--- src/rtl/clock_period_meter.sv ---
// Measures the period and high time of a slow, asynchronous sig_in in clock_in cycles,
// with lock detection on repeated equal periods and a sticky overflow on a missing edge.
module clock_period_meter #(
  parameter int unsigned N = 8
) (
  input  logic         clock_in,
  input  logic         reset_n,
  input  logic         enable,
  input  logic         sig_in,
  output logic [N-1:0] period,
  output logic [N-1:0] high_time,
  output logic         valid,
  output logic         locked,
  output logic         overflow
);

  localparam logic [1:0] IDLE      = 2'd0;
  localparam logic [1:0] WAIT_EDGE = 2'd1;
  localparam logic [1:0] MEASURE   = 2'd2;
  localparam logic [1:0] OVF       = 2'd3;

  localparam logic [N-1:0] CNT_ONE = N'(1);
  localparam logic [N-1:0] CNT_MAX = {N{1'b1}};

  logic [1:0]   state, state_nx;
  logic [N-1:0] cnt, cnt_nx;
  logic [N-1:0] hcnt, hcnt_nx;
  logic [N-1:0] period_nx, high_time_nx;
  logic         valid_nx, locked_nx, overflow_nx;
  logic         has_prev, has_prev_nx;
  logic         s1, s2, s3;
  logic         rise_c, level_c;

  assign rise_c  = s2 & ~s3;
  assign level_c = s2;

  // Synchronizer, state and all registered outputs
  always_ff @(posedge clock_in) begin
    if (!reset_n) begin
      s1        <= 1'b0;
      s2        <= 1'b0;
      s3        <= 1'b0;
      state     <= IDLE;
      cnt       <= '0;
      hcnt      <= '0;
      period    <= '0;
      high_time <= '0;
      valid     <= 1'b0;
      locked    <= 1'b0;
      overflow  <= 1'b0;
      has_prev  <= 1'b0;
    end else begin
      s1        <= sig_in;
      s2        <= s1;
      s3        <= s2;
      state     <= state_nx;
      cnt       <= cnt_nx;
      hcnt      <= hcnt_nx;
      period    <= period_nx;
      high_time <= high_time_nx;
      valid     <= valid_nx;
      locked    <= locked_nx;
      overflow  <= overflow_nx;
      has_prev  <= has_prev_nx;
    end
  end

  // has_prev marks that period holds a result from this run, so lock needs two fresh valids
  always_comb begin
    state_nx     = state;
    cnt_nx       = cnt;
    hcnt_nx      = hcnt;
    period_nx    = period;
    high_time_nx = high_time;
    valid_nx     = 1'b0;
    locked_nx    = locked;
    overflow_nx  = overflow;
    has_prev_nx  = has_prev;

    if (!enable) begin
      state_nx    = IDLE;
      cnt_nx      = '0;
      hcnt_nx     = '0;
      locked_nx   = 1'b0;
      has_prev_nx = 1'b0;
    end else begin
      case (state)
        IDLE: begin
          state_nx = WAIT_EDGE;
          cnt_nx   = '0;
          hcnt_nx  = '0;
        end
        WAIT_EDGE: begin
          if (rise_c) begin
            state_nx = MEASURE;
            cnt_nx   = CNT_ONE;
            hcnt_nx  = CNT_ONE;
          end
        end
        MEASURE: begin
          if (rise_c) begin
            period_nx    = cnt;
            high_time_nx = hcnt;
            valid_nx     = 1'b1;
            overflow_nx  = 1'b0;
            locked_nx    = has_prev && (cnt == period);
            has_prev_nx  = 1'b1;
            cnt_nx       = CNT_ONE;
            hcnt_nx      = CNT_ONE;
          end else if (cnt == CNT_MAX) begin
            overflow_nx = 1'b1;
            locked_nx   = 1'b0;
            has_prev_nx = 1'b0;
            state_nx    = OVF;
          end else begin
            cnt_nx = cnt + CNT_ONE;
            if (level_c) begin
              hcnt_nx = hcnt + CNT_ONE;
            end
          end
        end
        OVF: begin
          if (rise_c) begin
            state_nx = MEASURE;
            cnt_nx   = CNT_ONE;
            hcnt_nx  = CNT_ONE;
          end
        end
        default: state_nx = IDLE;
      endcase
    end
  end

endmodule

--- config.mk ---
export PLATFORM = sky130hd
export DESIGN_NAME = clock_period_meter
export DESIGN_NICKNAME = d
export VERILOG_FILES = /design/src/rtl/clock_period_meter.sv
export SDC_FILE = /design/constraint.sdc
export NUM_CORES = 1
export LEC_CHECK = 0
export CAP_MARGIN = 15
export CORE_AREA = 2 2 71 56
export CTS_CLUSTER_SIZE = 16
export DETAILED_ROUTE_END_ITERATION = 16
export DIE_AREA = 0 0 73 58
export GPL_TIMING_DRIVEN = 0
export PLACE_DENSITY = 0.79
export REMOVE_ABC_BUFFERS = 1
export SLEW_MARGIN = 20
export SYNTH_ARGS = -nofsm -noshare
export SYNTH_HDL_FRONTEND = slang
export SYNTH_SLANG_ARGS = --single-unit
--- constraint.sdc ---
create_clock -name clock_in -period 2.5 [get_ports clock_in]
set_input_delay 0.375 -clock clock_in [delete_from_list [all_inputs] [get_ports clock_in]]
set_output_delay 0.375 -clock clock_in [all_outputs]
set_load 0.01 [all_outputs]
# --- Yosys cells after proc, flatten, opt, wreduce, memory -nomap -nowiden ---
# Index checks and enable logic that the tools add are counted.
classes:
  add_sub_neg: 2
  mul: 0
  div: 0
  magnitude_cmp: 0
  eq_ne: 10
  n_shift: 0
  n_mux: 18
  bitwise: 2
  reduce_logical: 12
ops:
  columns: ["op", "count"]
  rows:
  - ["two-way mux 8 bit", 6]
  - ["one-hot mux 8 bit (3 select lines)", 2]
  - ["adder 8 x 1 -> 8 bit (second input constant)", 2]
  - ["AND reduction 3 bit", 5]
  - ["== test 8 bit", 1]
  - ["== test 8 bit (second input constant)", 1]
  - ["two-way mux 1 bit", 6]
  - ["two-way mux 2 bit", 3]
  - ["inequality test 3 bit (second input constant)", 2]
  - ["one-hot mux 2 bit (3 select lines)", 1]
  - ["AND reduction 2 bit", 3]
  - ["== test 2 bit (second input constant)", 2]
  - ["inequality test 2 bit (second input constant)", 2]
  - ["== test 2 x 1 -> 1 bit (second input constant)", 1]
  - ["logical NOT 2 bit", 1]
  - ["inequality test 2 x 1 -> 1 bit (second input constant)", 1]
  - ["nonzero test 2 bit", 1]
  - ["OR reduction 2 bit", 1]
  - ["bitwise AND 1 bit", 1]
  - ["logical AND 1 bit", 1]
  - ["NOT 1 bit", 1]
totals:
  ff_bits: 41
  latch_bits: 0
  ram_bits: 0
  romBits: 0
  out_inout_bits: 19
  wordCells: 56
  n_memories: 0

# --- Depth between registers and ports, before layout ---
# Gate-level depths: netlist of run 1.
logic_depth:
  word_depth: 5
  depth_mapped: 6

# --- Worst setup path after synthesis of run 1 ---
# Ideal clock, no wire load.
synth_path:
  path_kind: "flip-flop to flip-flop"
  start: "register cnt[0]"
  end: "register hcnt[7]"
  setup_ns: 0.062
  arrival_ns: 1.712
  path_slack_ns: 0.726
  stages_incl_launch_ff: 7
  path_buffers: 1
  period_less_slack_ns: 1.774
  path_cell_list: "dfxtp_1 ha_1 and3_4 buf_6 a2111oi_4 or3b_1 nand3_1"
synth_via:
  elab_chain_cells: 3
synth_lines:
  columns: ["element", "line", "source"]
  rows:
  - ["from (decl)", "26", "logic [N-1:0] cnt, cnt_nx;"]
  - ["from (signal assigned)", "57", "cnt <= cnt_nx;"]
  - ["== test 8 bit", "110", "end else if (cnt == CNT_MAX) begin"]
  - ["inequality test 3 bit (no line)", null, null]
  - ["AND reduction 3 bit (no line)", null, null]
  - ["to (signal assigned)", "58", "hcnt <= hcnt_nx;"]
  - ["to (decl)", "27", "logic [N-1:0] hcnt, hcnt_nx;"]
# No other way between the ends.
# A chain may end at the register's enable or synchronous reset.

# --- Worst setup path after layout of run 1 ---
layout_path:
  start: "register state[1]"
  end: "register hcnt[7]"
layout_via:
  elab_chain_cells: 4
  elab_cells_between_ends: 10
layout_lines:
  columns: ["element", "line", "source"]
  rows:
  - ["from (decl)", "25", "logic [1:0] state, state_nx;"]
  - ["from (signal assigned)", "56", "state <= state_nx;"]
  - ["== test 2 bit or == test 2 x 1 -> 1 bit (tied branches)", "87", "case (state)"]
  - ["OR reduction 2 bit (no line)", null, null]
  - ["inequality test 2 x 1 -> 1 bit (no line)", null, null]
  - ["AND reduction 3 bit (no line)", null, null]
# Several ways; a longest one is shown, not always the timed one.

==> impl_metrics.tcl, run 1 <==
set metrics [dict create \
    routed_wl_um 3830 \
    synth_seq_cells 41 \
    cp.arrival_ns 2.20 \
    grt_use_total_pct 19.9 \
    insertion_delay_ns 0.30 \
    die_h_um 58 \
    clkSlewWorstSetupHoldPaths_ns 0.08 \
    synth_top_cell_area_share_pct 45.1 \
    cts_made_buffers 5 \
    synth-edff-count 0 \
    cts_hold_buf 0 \
    multiInputGateArea_sq_um 912 \
    rsz0062_at_grt "no" \
    ys_warn_count 0 \
    grt_pass1_vias 1324 \
    syn_area_sq_um 1820 \
    vias 1525 \
    cts_root_buf "clkbuf_8" \
    fin_nets 218 \
    synth_seq_area_share_pct 45.1 \
    cts_sinks 41 \
    areaGrowthSynthToFinish_pct 17.7 \
    synth.distinct_cells 39 \
    num_antenna_cells 0 \
    fin_crit_sh_pct 78.4 \
    p_leak_nw 0.737 \
    dp_hpwl_um 2670 \
    slew_headroom_pct 37.9 \
    syn_area_per_cell_sq_um 9.34 \
    final_cells 255 \
    ctsResizeCount 0 \
    worstSetupEndpointType "register" \
    finalMaxSlewViolations 0 \
    yosysTopAreaCell "dfxtp_1" \
    p_per_area_nw_per_um2 586 \
    fin_util_pct 60.5 \
    rows 19 \
    maxCapViolations 0 \
    design.die.area_sq_um 4230 \
    cp_max_fo 12 \
    final_hold_viol_count 0 \
    firstDrtPassIters 4 \
    drive_gt1_share_pct 6.57 \
    min_path_type "register to register" \
    wl_per_cell_um 15.0 \
    portBuffers 22 \
    drc_errors 0 \
    min_period_ns 1.96 \
    finalClockSkew_ns 0.00699 \
    startpoint_type "register" \
    fill_cells 314 \
    antenna_left 0 \
    cts_tree "built" \
    dp.cells 247 \
    core_area_sq_um 3540 \
    drtIter0Drc 140 \
    crit_type "register to register" \
    setup_viol 0 \
    cp.required_ns 2.74 \
    start_util_pct 51.4 \
    seq_area_sq_um 821 \
    cts.htree.levels 2 \
    run_status "complete, no violations" \
    ys.flop_type "dfxtp_1" \
    timing.fmax_mhz 510 \
    cts_buffer_depth 2 \
    io_pins 23 \
    netlist_top_cells_area "dfxtp_1 (45%), a22o_1 (7.7%), a21oi_1 (4.4%)" \
    grt-ovfl-total 0 \
    peakVddDrop_v 0.000482 \
    yosysMostFrequentCell "dfxtp_1" \
    ys_top_cells_by_count "dfxtp_1 (41), a21oi_1 (16), a22o_1 (16), nor2_1 (12), nand3_1 (11)" \
    routabilityCongestion 0.911 \
    syn_inst 195 \
    synthArstFlopShare_pct 0 \
    grt_start_max_net_pins 19 \
    finalSetupTns_ns 0 \
    cts_setup_buffers 0 \
    die_x_um 73 \
    antenna_found_initial 0 \
    tightest_slew_ns 0.928 \
    via_per_inst 5.98 \
    grt_pass1_wl_um 6410 \
]
-- per-layer routing --
metal	wire length, um	global-route usage (%)	vias to the layer above
li1	-	-	760
met1	1970	29.9	699
met2	1550	26.3	59
met3	239	5.22	7
met4	66	9.52	0
met5	0	0	-
-- critical path, stage by stage (launching register included) --
cell	delay, ns
dfxtp_1	0.58
nand2b_1	0.33
a2111oi_4	0.53
or3b_1	0.39
nand3_1	0.07
-- where the power goes --
group / switching (mW) / internal [mW]
combinational: 0.0279 / 0.0136
sequential: 0.00727 / 0.656
clock: 0.228 / 0.324
total: 0.263 / 0.994
-- stage by stage --
stage	hold WS (ns)	cell area (sq um)	power [mW]	setup slack, ns
finish	0.437	2140	1.26	0.541
global route	0.464	2140	1.31	0.410
CTS	0.443	2140	1.26	0.263
detailed placement	0.426	2020	0.719	-0.0680
global placement	0.413	2020	0.718	-0.0559
floorplan	0.412	1750	0.701	0.812
-- layout make-up --
cell class / count / share of cell area [%]
Inverter: 5 / 0.875
Clock inverter: 2 / 1.75
Multi-Input combinational cell: 137 / 42.5
Timing Repair Buffer: 22 / 10.3
Sequential cell: 41 / 38.3
Clock buffer: 6 / 3.85
Tap cell: 42 / 2.45
-- worst paths after layout --
kind              startpoint  endpoint  slack [ns]  cells after the start
setup / recovery    state[1]   hcnt[7]        0.54                      4
hold / removal            s1   level_c        0.44                      1
setup reg to reg    state[1]   hcnt[7]        0.54                      4
hold reg to reg           s1   level_c        0.44                      1
-- kinds of logic (layout without fill, tap and decap cells) --
| family | count (synthesis) | after routing | share of synthesized area, % |
|---|---|---|---|
| xor gates and xnor gates | 9 | 9 | 4.33 |
| and+or+nand+nor | 61 | 61 | 18.0 |
| buffers and inverters | 17 | 35 | 5.22 |
| DFF | 41 | 41 | 45.1 |
| adders and majority gates | 2 | 2 | 1.37 |
| AOI/OAI and AO/OA | 64 | 64 | 25.5 |
| muxes | 1 | 1 | 0.549 |
-- layout by cell type (no fill, tap or decap), types with 4 or more instances in the layout --
cell type,count
inv_1,5
nand2_1,10
xnor2_1,5
nand3_1,11
xor2_1,4
a211oi_1,5
dfxtp_1,41
nand2b_1,5
clkdlybuf4s50_1,22
o21ai_0,4
a31oi_1,8
a22o_1,16
a21oi_1,16
nor2_1,12
clkbuf_8,6
and2_1,4
-- registers in the layout (all words and copies together), names as in the netlist, 2 cells and up --
signal and cells:
cnt 8, high_time 8, state 2, hcnt 8
period 8
Power figures use the tool's default switching activity.
==> inputs of run 2 (changes only) <==
- clock period: 2.5 -> 2.05 ns (I/O delays scaled with it)
==> run 2 against run 1 <==
Largest power group unchanged. Largest cell class unchanged. First-iteration DRC count fell by 15%. Die area did not move. Critical path depth fell by 1. Clock power rose by 22%. Power rose by 22%.
==> impl_metrics.tcl, run 2 (synthesized netlist as in run 1, its figures left out) <==
set metrics [dict create \
    cts.htree.levels 2 \
    min_path_type "register to register" \
    r2r_end "high_time[0]" \
    crit_path_cell_trace "nor2b_1, a31oi_2, a22o_1" \
    drtIter0Drc 119 \
    portBuffers 22 \
    insertion_delay_ns 0.30 \
    timing.fmax_mhz 524 \
    design.die.area_sq_um 4230 \
    cp.required_ns 2.23 \
    firstDrtPassIters 4 \
    finalClockSkew_ns 0.00728 \
    routed_wl_um 3830 \
    cts_sinks 41 \
    r2r_cells 3 \
    grt_pass1_vias 1324 \
    tightest_slew_ns 0.947 \
    startpoint_type "register" \
    dp_hpwl_um 2670 \
    p_per_area_nw_per_um2 715 \
    setup_viol 0 \
    fin_nets 218 \
    cp.arrival_ns 2.09 \
    cts_tree "built" \
    cts_root_buf "clkbuf_8" \
    holdWs_ns 0.436 \
    slew_headroom_pct 36.6 \
    finalMaxSlewViolations 0 \
    die_h_um 58 \
    hold_depth 1 \
    cts_buffer_depth 2 \
    cts_made_buffers 5 \
    grt_start_max_net_pins 19 \
    clkSlewWorstSetupHoldPaths_ns 0.07 \
    num_antenna_cells 0 \
    drc_errors 0 \
    via_per_inst 5.96 \
    grt_pass1_wl_um 6410 \
    slowest_stage "nor2b_1" \
    vias 1521 \
    timing.rr.start "level_c" \
    place_ws_ns -0.451 \
    drive_gt1_share_pct 6.57 \
    cp_max_fo 17 \
    peakVddDrop_v 0.000588 \
    fin_crit_sh_pct 93.1 \
    finalSetupTns_ns 0 \
    min_period_ns 1.91 \
    final_cells 255 \
    min_to "level_c" \
    crit_type "register to register" \
    io_pins 23 \
    start_util_pct 51.4 \
    rsz0062_at_grt "no" \
    fill_cells 314 \
    grt-ovfl-total 0 \
    layout_setup_ws_ns 0.141 \
    grt_use_total_pct 20.0 \
    dp.cells 247 \
    wl_per_cell_um 15.0 \
    maxCapViolations 0 \
    p_leak_nw 0.737 \
    hp-start "s1" \
    worstSetupEndpointType "register" \
    antenna_left 0 \
    die_x_um 73 \
    max_stage_delay_ns 0.56 \
    routabilityCongestion 0.911 \
    r2r_slack_ns 0.14 \
    run_status "complete, no violations" \
    final_hold_viol_count 0 \
    core_area_sq_um 3540 \
    antenna_found_initial 0 \
    final_cell_mix "dfxtp_1 (41), clkdlybuf4s50_1 (22), a21oi_1 (16), a22o_1 (16), nor2_1 (12)" \
    rows 19 \
    areaGrowthSynthToFinish_pct 17.7 \
    final_common_cell "dfxtp_1" \
]
run 2: power breakdown:
part / internal (mW) / leakage [nW] / total [mW] / switching (mW)
sequential: 0.800 / 0.331 / 0.809 / 0.00895
clock: 0.396 / 0.0574 / 0.673 / 0.277
combinational: 0.0167 / 0.348 / 0.0507 / 0.0340
total: 1.21 / 0.737 / 1.53 / 0.320
run 2: metal layers:
metal  wire, um  up-vias  share of wire, %  GRT usage, %
met5          0        -                 0             0
met4         68        0               1.8          9.52
met3        251        7               6.6          5.22
met2       1540       58                40          26.3
met1       1970      699                51          29.9
li1           -      757                 -             -
run 2: timing repair:
action / in CTS / in global routing
pin swaps: 0 / 2
endpoints found under the setup margin: 17 / 3
buffers inserted: 0 / 0
gates resized for setup: 1 / 0
hold buffers: 0 / 0
run 2: metrics by stage:
| stage | power, mW | instance area [sq um] | util [%] |
|---|---|---|---|
| 2_1_floorplan | 0.855 | 1750 | - |
| 3_3_place_gp | 0.876 | 2020 | 57.0 |
| 3_5_place_dp | 0.877 | 2020 | 57.0 |
| 4_1_cts | 1.54 | 2140 | 60.5 |
| 5_1_grt | 1.59 | 2140 | 60.5 |
| 6_report | 1.53 | 2140 | 60.5 |
run 2: area by class of cell:
cell class	instances	area (sq um)	share of cell area, %
multi-input combinational	137	912	42.5
sequential	41	821	38.3
clock buffer	6	82.6	3.85
inverter	5	18.8	0.875
timing repair buffer	22	220	10.3
clock inverter	2	37.5	1.75
tap	42	52.6	2.45
run 2: worst max-delay path by stage:
stage	start	end	slack, ns	cells after the start
detailed placement	reset_n	locked	-0.45	5
floorplan	cnt[0]	hcnt[7]	0.36	5
global route	state[0]	high_time[0]	0.002	3
CTS	state[1]	hcnt[7]	0.11	4
global placement	reset_n	locked	-0.44	5
finish	level_c	high_time[0]	0.14	3
run 2: critical path, delay by kind of cell, from the launching register on:
family	cells	cell delay, ns
AO/OA/AOI/OAI	2	0.80
flip-flops	1	0.44
AND/OR/NAND/NOR	1	0.56
==> patch: new RTL, settings of run 2 <==
Set the parameter `N` to 7 (it was 8).
--- a/src/rtl/clock_period_meter.sv
+++ b/src/rtl/clock_period_meter.sv
@@ -2,5 +2,5 @@
 // with lock detection on repeated equal periods and a sticky overflow on a missing edge.
 module clock_period_meter #(
-  parameter int unsigned N = 8
+  parameter int unsigned N = 7
 ) (
   input  logic         clock_in,
Ports: changed (resized high_time and period); port bits go from 23 to 21. The function was not compared with the original's and may differ.
==> patch against run 2 <==
  * First-iteration DRC count down 41%
  * Wire length down 8.7%
  * Via count down 7.4%
  * Setup slack better by 0.029 ns
  * Final cell count down 0.78%
  * Synthesized area down 8.2%
  * Power down 5.9%
  * Sequential share of layout area down 1.2 points
  * Synthesized cell count down 0.51%
  * Hold slack better by 0.0076 ns
  * Non-clock buffer count down 2
  * Cell area down 6.9%
  * Sequential cell count down 4
  * Sequential power down 9.6%
  * Critical endpoint is now hcnt[2]
  * Highest routed layer unchanged
==> patch: results (changes against run 2) <==
layout:
  nNetsFinal: 216  # -0.92%
  seq_cell_count: 37  # -9.8%
  nonClkBufAreaFrac_pct: 9.96  # -0.31 points
  seqCellArea_um2: 741  # -9.8%
  layout-drive-gt1-share_pct: 7.11  # +0.54 points
  inverters: 1  # -4
  multi_input_area_um2: 881  # -3.4%
  num-fill-cells: 329  # +4.8%
  nMultiInputCombCells: 145  # +5.8%
  clock_cell_area_share_pct: 6.02  # +0.41 points
critical_path:
  crit_family: "simple AND/OR/NAND/NOR gates"
  path_max_fanout: 22  # +5
  cp_slowest_cell: "dlygate4sd2_1"
  worstPathArrival_ns: 2.13  # +0.04 ns
  cpPeakStageDelay_ns: 0.62  # +0.06 ns
global_routing:
  grt_start_max_net_pins: 23  # +4
  first_global_vias: 1213  # -8.4%
timing:
  tightestPinTransition_ns: 0.647  # -0.300 ns
  period_needed_ns: 1.88  # -0.0286 ns
routing:
  post_drt_via_cell_ratio: 5.57  # -6.6%
  drt-initial-drc-count: 70  # -41%
place:
  io_buffers: 20  # -9.1%
  place_inst: 245  # -0.81%
  place_ws_ns: -0.379  # +0.0713 ns
  place_congestion: 0.875  # -3.9%
logic_synthesis:
  synth_seq_area_share_pct: 44.3  # -0.74 points
  synth_cell_types: 40  # +2.6%
  syn_inst: 194  # -0.51%
  synth_area_leaders: "dfxtp_1, nand2_1, a21boi_0"
outcome:
  status: "completed"
power:
  power.density_nw_per_um2: 722  # +1.0%
  p_leak_nw: 0.689  # -6.5%
  ir_drop_mv: 0.363  # -38%
worst_hold_path:
  min-delay-path-class: "flip-flop to flip-flop"
==> patch: cell types whose count changed in the layout (fill, tap and decap cells not counted), moves of 4 or more <==
cell      before  now
o22a_1         0    5
nor3b_1        0    5
a31oi_1        8    2
inv_1          5    1
dfxtp_1       41   37
nand3_1       11    5
a21boi_0       0   12
nand2b_1       5    1
and3_1         2    7
nor2_1        12    8
nand2_1       10   37
a21oi_1       16   10
a22o_1        16    0
==> patch: worst paths after layout <==
path / slack [ns] / from / endpoint / depth (start not counted)
worst min-delay path: 0.44 / s1 / level_c / 1
worst max-delay path: 0.17 / reset_n / hcnt[2] / 5
worst max register to register: 0.21 / level_c / locked / 4
worst min register to register: 0.44 / s1 / level_c / 1
==> patch: kinds of logic (layout without fill, tap and decap cells) <==
group	count (synthesis)	after routing	synth area share, %
buffers and inverters	12	29	3.52
AND/OR/NAND/NOR	87	87	26.9
multiplexers	1	1	0.599
flip-flops	37	37	44.3
adder cells (fa/ha/maj)	2	2	1.50
XOR/XNOR	8	8	4.19
AO/OA/AOI/OAI	47	47	19.0
==> patch: metal layers <==
| metal | track usage [%] | share of wire, % |
|---|---|---|
| met4 | 10.1 | 2.1 |
| met3 | 6.43 | 3.7 |
| met1 | 27.6 | 54 |
| met2 | 24.6 | 40 |
| met5 | 0 | 0 |
==> patch: what timing repair did <==
action,4_1_cts,5_1_grt
buffers inserted,0,0
cloned,0,0
endpoints found under the setup margin,5,16
gates resized for setup,1,3
==> patch: power by group <==
part	switching [mW]	leakage (nW)	total [mW]	internal [mW]
clock	0.270	0.0574	0.665	0.395
combinational	0.0264	0.332	0.0450	0.0186
sequential	0.00789	0.299	0.731	0.723
total	0.304	0.689	1.44	1.14
